File: src/rtl/dut_vec_sequencer.sv
// Sequencer feeding the DUT I/O unpack block: scatters host words into the DUT input vector,
// steps the DUT a programmed number of cycles, snapshots the outputs and streams them back.
module dut_vec_sequencer #(
  parameter int dut_input_width  = 256,
  parameter int dut_output_width = 256
) (
  input  logic        clk,
  input  logic        reset,
  input  logic        start,
  input  logic [31:0] run_cycles,
  output logic        busy,
  output logic        done,
  input  logic [31:0] in_word,
  input  logic        in_valid,
  output logic        in_ready,
  output logic [31:0] out_word,
  output logic        out_valid,
  input  logic        out_ready,
  output logic [31:0] dut_input_vec_addr,
  output logic [31:0] dut_input_vec_from_axi,
  output logic        input_vec_en,
  output logic        input_vec_mode,
  output logic [31:0] dut_output_vec_addr,
  output logic        output_vec_en,
  output logic        output_vec_mode,
  input  logic [31:0] dut_output_vec_to_axi,
  output logic        dut_step
);

  localparam int IN_WORDS  = (dut_input_width + 31) / 32;
  localparam int OUT_WORDS = (dut_output_width + 31) / 32;
  localparam int IN_IW     = (IN_WORDS > 1) ? $clog2(IN_WORDS) : 1;
  localparam int OUT_IW    = (OUT_WORDS > 1) ? $clog2(OUT_WORDS) : 1;
  localparam int OUT_REM   = dut_output_width - 32 * (OUT_WORDS - 1);
  // Clears the padding bits of the final output word that lie above dut_output_width.
  localparam logic [31:0] LAST_MASK = 32'hFFFF_FFFF >> (32 - OUT_REM);
  localparam logic [IN_IW-1:0]  LAST_IN  = IN_IW'(IN_WORDS - 1);
  localparam logic [OUT_IW-1:0] LAST_OUT = OUT_IW'(OUT_WORDS - 1);

  typedef enum logic [2:0] {IDLE, LOAD, RUN, SNAP, RD, WT} state_t;

  state_t state, state_nxt;
  logic [31:0]       rc;
  logic [IN_IW-1:0]  in_idx;
  logic [OUT_IW-1:0] out_idx;

  always_comb begin
    state_nxt              = state;
    busy                   = (state != IDLE);
    done                   = 1'b0;
    in_ready               = 1'b0;
    input_vec_en           = 1'b0;
    input_vec_mode         = 1'b0;
    dut_input_vec_addr     = 32'h0;
    dut_input_vec_from_axi = 32'h0;
    output_vec_en          = 1'b0;
    output_vec_mode        = 1'b0;
    dut_output_vec_addr    = 32'h0;
    dut_step               = 1'b0;
    case (state)
      IDLE: if (start) state_nxt = LOAD;
      LOAD: begin
        in_ready     = 1'b1;
        input_vec_en = in_valid;
        if (in_valid) begin
          input_vec_mode         = 1'b1;
          dut_input_vec_addr     = 32'(in_idx);
          dut_input_vec_from_axi = in_word;
          if (in_idx == LAST_IN) state_nxt = (rc == 32'h0) ? SNAP : RUN;
        end
      end
      RUN: begin
        dut_step = 1'b1;
        if (rc <= 32'h1) state_nxt = SNAP;
      end
      SNAP: begin
        output_vec_en   = 1'b1;
        output_vec_mode = 1'b1;
        state_nxt       = RD;
      end
      RD: begin
        output_vec_en       = 1'b1;
        dut_output_vec_addr = 32'(out_idx);
        state_nxt           = WT;
      end
      WT: begin
        if (out_ready) begin
          if (out_idx == LAST_OUT) begin
            done      = 1'b1;
            state_nxt = IDLE;
          end else begin
            state_nxt = RD;
          end
        end
      end
      default: state_nxt = IDLE;
    endcase
  end

  always_ff @(posedge clk) begin
    if (reset) begin
      state     <= IDLE;
      rc        <= 32'h0;
      in_idx    <= '0;
      out_idx   <= '0;
      out_word  <= 32'h0;
      out_valid <= 1'b0;
    end else begin
      state <= state_nxt;
      case (state)
        IDLE: if (start) begin
          rc     <= run_cycles;
          in_idx <= '0;
        end
        LOAD: if (in_valid && in_idx != LAST_IN) in_idx <= in_idx + IN_IW'(1);
        RUN:  rc <= rc - 32'h1;
        SNAP: out_idx <= '0;
        // The selected lane is captured as WT is entered and held until the host takes it.
        RD: begin
          out_word  <= dut_output_vec_to_axi & ((out_idx == LAST_OUT) ? LAST_MASK : 32'hFFFF_FFFF);
          out_valid <= 1'b1;
        end
        WT: if (out_ready) begin
          out_valid <= 1'b0;
          if (out_idx != LAST_OUT) out_idx <= out_idx + OUT_IW'(1);
        end
        default: ;
      endcase
    end
  end

endmodule

File: config.mk
export PLATFORM = sky130hd
export DESIGN_NAME = dut_vec_sequencer
export DESIGN_NICKNAME = d
export VERILOG_FILES = /design/src/rtl/dut_vec_sequencer.sv
export SDC_FILE = /design/constraint.sdc
export NUM_CORES = 1
export LEC_CHECK = 0
export ABC_AREA = 1
export CELL_PAD_IN_SITES_DETAIL_PLACEMENT = 1
export CELL_PAD_IN_SITES_GLOBAL_PLACEMENT = 2
export CORE_MARGIN = 2
export CORE_UTILIZATION = 28
export DETAILED_ROUTE_END_ITERATION = 10
export DONT_BUFFER_PORTS = 1
export GPL_ROUTABILITY_DRIVEN = 0
export PLACE_DENSITY_LB_ADDON = 0.1
export SYNTH_ARGS = -nofsm -noshare
export SYNTH_HDL_FRONTEND = slang
export SYNTH_SLANG_ARGS = --single-unit
File: constraint.sdc
create_clock -name clk -period 1.6 [get_ports clk]
set_input_delay 0.08 -clock clk [delete_from_list [all_inputs] [get_ports clk]]
set_output_delay 0.08 -clock clk [all_outputs]
set_load 0.02 [all_outputs]
### After elaboration in Yosys (flattened, before gate mapping)

Cells that the tools add are included.

| cells by class | value |
|---|---|
| order comparisons | 1 |
| multiplexer cells | 33 |
| add/sub/neg operators | 3 |
| reduce and logical (&&, ||, !) cells | 14 |
| eq/ne operators | 16 |

Operators by type and width:

| cell | number |
|---|---|
| $mux 32 | 3 |
| $pmux 32 s2 | 1 |
| $mux 3 | 13 |
| $le 32x1->1 const B | 1 |
| $logic_not 32->1 | 1 |
| $sub 32x1->32 const B | 1 |
| $pmux 3 s6 | 1 |
| $ne 2x2->1 const B | 7 |
| $eq 3x3->1 const B | 4 |
| $mux 1 | 12 |
| $pmux 3 s2 | 2 |
| $reduce_bool 2->1 | 4 |
| $add 3x1->3 const B | 2 |
| $eq 3x2->1 const B | 2 |
| $ne 3x3->1 const B | 2 |
| $reduce_and 3->1 | 2 |
| $reduce_and 5->1 | 1 |
| $reduce_and 2->1 | 2 |
| $eq 3x1->1 const B | 1 |
| $logic_not 3->1 | 1 |
| $reduce_bool 3->1 | 1 |
| $pmux 1 s2 | 1 |
| $reduce_or 2->1 | 1 |
| $logic_and 1x1->1 | 1 |

| storage, ports and cells | value |
|---|---|
| register bits | 74 |
| input bits | 101 |
| output and inout port bits | 137 |

### Logic depth before layout (Yosys ltp)

| depth | value |
|---|---|
| word-level depth | 5 |
| mapped depth | 12 |

### Worst setup path before layout

No wires, ideal clock.

| timing | value |
|---|---|
| path kind | reg2reg |
| start | register state[0] |
| end | register out_idx[0] |
| period minus slack after synthesis | 1.654 ns |
| cell stages (with the launch flop) | 8 |
| path buffers | 0 |
| library setup time | 0.119 ns |
| arrival time | 1.535 ns |
| slack | -0.054 ns |
| cell sequence | dfxtp_1 > inv_1 > nor3_1 > inv_1 > nand2_1 > nand2_1 > o21ai_0 > a21oi_1 |

| on the way | value |
|---|---|
| longest elaborated chain between the ends | 3 |

Ends and longest elaborated chain:

| item | line | source |
|---|---|---|
| start, declared | 42 | `state_t state, state_nxt;` |
| start signal, assigned | 109 | `state <= state_nxt;` |
| $eq 3x3->1 / $eq 3x2->1 (equally long branches) | 110 | `case (state)` |
| $ne 2x2->1 (no line) / $reduce_bool 2->1 (equally long branches) | -- |  |
| $reduce_and 3->1 (no line) | -- |  |
| end signal, assigned | 125 | `if (out_idx != LAST_OUT) out_idx <= out_idx + OUT_IW'(1);` |
| end, declared | 45 | `logic [OUT_IW-1:0] out_idx;` |

Several ways; a longest one is shown, not always the timed one.
A chain may end at the register's enable or synchronous reset.

### Worst setup path in the final report

| timing | value |
|---|---|
| start | register state[0] |
| end | output port done |

| on the way | value |
|---|---|
| longest elaborated chain between the ends | 2 |

Ends and longest elaborated chain:

| item | line | source |
|---|---|---|
| $eq 3x3->1 | 60 | `case (state)` |
| $mux 1 | 60 |  |
| end, declared | 12 | `output logic done,` |

No other way between the ends.

==> key figures <==
Outcome
  • Outcome: finished with violations
  • Failing checks: negative hold slack

Min path
  • Hold Path Class: input port to flip-flop

Detailed routing
  • DRT Pass-1 Iters: 4
  • Vias: between 5k and 6k
  • Post-DR wirelength/cell: 16.31 um
  • DRT iter0 DRCs: 254
  • Vias per std cell: 4.690
  • Final wirelength: 18.51 mm
  • DRC viols: 0
  • Antenna violation net count after detailed routing: 0

STA
  • Final hold slack: -30.17 ps
  • RSZ-0062 raised after global routing: true
  • Max Slew Vio Count: 0
  • Final Hold Fails: 9
  • Setup TNS: 0 ps
  • Max Clock Skew: slightly above 8 ps
  • Post-route setup slack: 52.11 ps
  • Min cycle time layout: 1548 ps
  • Final period util: 0.9674
  • Fmax: 0.6460 GHz
  • Final setup vio count: 0

Global routing
  • Met2 Use GR: 0.3562
  • GR Util met3: 0.02619
  • Met1 Track Usage GR: 0.2411
  • Layer with the highest usage: met2
  • Initial antenna violation count: 1
  • Global-route usage over all layers: 0.1980
  • First-pass GRT wire length: 28.02 mm
  • Gr ovfl total: 0
  • Number of global-route vias before repair: approximately 5.4k
  • Largest net degree at the start of global routing: 39

Final layout
  • Post-route cell area: 6487 um^2
  • Area grow syn2layout: 34.40%
  • Finished Layout Cells: between 1k and 1.5k
  • Final core utilization: 0.3804
  • Share of layout cells above drive strength 1: 0.2277
  • Final #Nets: 1012

Yosys
  • Synth Cell Area: 4827 um^2
  • Post-Synthesis Cells: between 800 and 900
  • Seq/Total Area, Yosys: 0.3069
  • Mean Syn Cell Area: 6.019 um^2
  • Synth unique cells: 33
  • FF+latch count, synth: 74
  • Synth warnings: 0

Setup path
  • CP endpoint kind: output port
  • Crit Path Max Fanout: 4
  • Cell Chain, Critical Path: buf_4 -> nand3_1 -> nor2_2 -> inv_1 -> nor2_1 -> buf_4
  • Worst path required time: 1520 ps
  • Crit path top cell by count: buf_4
  • Worst path max stage delay: between 300 and 400 ps
  • Critical-path cell with the highest stage delay: dfxtp_4
  • Startpoint Class: flip-flop
  • Crit path DAT: 1470 ps
  • Crit path kind: flip-flop to output port

Power
  • Power density over the cells: 1604 nW/um^2
  • Max IR drop VDD: 0.001031 V
  • Final Power: 10.41 mW
  • Net Sw Frac: 0.4515
  • Psw: 4.699 mW
  • Sequential share of power: 0.246
  • Static leakage: approximately 2.9 nW
  • Share of power burned in combinational logic: 0.524
  • Clock share of power: 0.231
  • Cell Int Power: 5.708 mW

Placement
  • Place WS: -45.64 ps
  • Placed instance area: approximately 5300 um^2
  • Port Buf Inserts: 0
  • HPWL Detailed: 14.20 mm
  • DP Cell Count: 1069

Floorplan
  • # IOs: 238
  • Core footprint: 17060 um^2
  • Starting density of the core: 0.2830
  • Die height: 135.3 um
  • # rows: 48
  • Die width: 135.3 um
  • Die area: 18310 um^2

Clock network
  • Deepest clock path buffer count: 2
  • Number of CTS-inserted buffers: 9
  • Clk root buf: clkbuf_16
  • TritonCTS Sinks: 74
  • Worst skew pair latency: 350 ps
  • Worst-path clk slew: around 70 ps
  • CTS tree: done
  • H-tree depth: 3

Flow run
  • Max-cap violation count: 0
==> power groups by stage <==
| stage | Clock [mW] | Sequential, mW | Combinational (mW) |
|---|---|---|---|
| after floorplan | 0 | 2.44 | 3.04 |
| after global placement | 0 | 2.51 | 4.71 |
| after detailed placement | 0 | 2.52 | 4.78 |
| after CTS | 2.48 | 2.49 | 4.98 |
| after global routing | 2.55 | 2.60 | 6.04 |
| final | 2.40 | 2.56 | 5.45 |
==> cell usage in the layout (no fill, tap or decap), types with 4 or more instances in the layout <==
cell type        n
nand4_1          5
clkbuf_16        9
o22ai_1          4
nor2_4          10
o21ai_1          7
inv_1           56
o31ai_1          5
o21ai_0         53
dlygate4sd3_1   46
nand2_1        191
nor2_1         120
a31oi_1          4
inv_2            7
buf_4           73
nor3_2           4
ha_1             5
a21oi_1         40
dfxtp_2          8
nand2_2          8
conb_1          58
dfxtp_1         65
nand3_1         34
nor2_2          67
==> repair_timing <==
item,4_1_cts,5_1_grt
hold buffers,41,6
setup endpoints to repair,39,51
buffers inserted,0,3
gates resized for setup,17,104
hold endpoints to repair,69,28
pin swaps,0,9
==> synth_stat cells <==
cell type / count / area share
buf_2: 10 / 0.010
nor3_2: 1 / 0.0021
o211ai_1: 2 / 0.0031
nand3_1: 35 / 0.036
nor3_1: 4 / 0.0041
inv_1: 60 / 0.047
o31ai_1: 5 / 0.0078
o21ai_0: 59 / 0.061
o221ai_1: 1 / 0.0018
nand2_1: 200 / 0.16
xnor2_1: 1 / 0.0018
buf_1: 1 / 0.00078
dfxtp_1: 74 / 0.31
nand3b_1: 1 / 0.0016
o22ai_1: 4 / 0.0052
conb_1: 1 / 0.00078
o21ai_1: 2 / 0.0021
nand4_1: 5 / 0.0065
clkinv_1: 1 / 0.00078
nand2_2: 1 / 0.0013
o21bai_1: 1 / 0.0016
nand2_4: 1 / 0.0023
nor2_1: 192 / 0.15
o311ai_0: 1 / 0.0018
nor2_4: 4 / 0.0093
nor2_2: 1 / 0.0013
a21oi_1: 40 / 0.041
nand3_4: 1 / 0.0036
clkbuf_1: 18 / 0.014
ha_1: 6 / 0.016
a31oi_1: 4 / 0.0052
inv_2: 4 / 0.0031
buf_4: 61 / 0.095
==> worst max-delay path: cells and delay by family, from the launching register on <==
kind / cells / cell delay (ps)
and+or+nand+nor: 3 / 390
DFF: 1 / 370
buffers and inverters: 3 / 360
==> metal layers <==
metal  wire length [um]  part of all wire
met5                  0                 0
met4                422             0.023
met3                776             0.042
met2               9260              0.50
met1               8048              0.43
==> sequential cells by signal, indices dropped and copies added (netlist names) <==
name	flops
rc	32
out_word	32
out_idx	3
out_valid	1
state	3
in_idx	3
==> cells by family after synthesis <==
family / synth area share
fa+ha+maj: 0.01555
compound gates: 0.1312
xor+xnor: 0.001815
flops: 0.3069
buf+inv: 0.1706
other cells: 0.0007769
simple gates: 0.3733
==> final cells by class <==
class	instances	area [um^2]
sequential	74	1495
inverter	65	246.5
timing repair buffer	125	1106
antenna	1	2.502
fill	2208	10570
clock buffer	9	225.2
clock inverter	6	115.1
multi-input combinational	630	3015
tap	225	281.5
==> final timing paths <==
path	start	end	slack, ps	cells past startpoint
max	state[0]$_SDFFE_PP0P_	done	50	6
max reg2reg	rc[1]$_SDFFE_PP0P_	rc[28]$_SDFFE_PP0P_	100	10
min	run_cycles[24]	rc[24]$_SDFFE_PP0P_	-30	4
min reg2reg	in_idx[2]$_SDFFE_PP0P_	in_idx[2]$_SDFFE_PP0P_	490	2
Power figures use the tool's default switching activity.
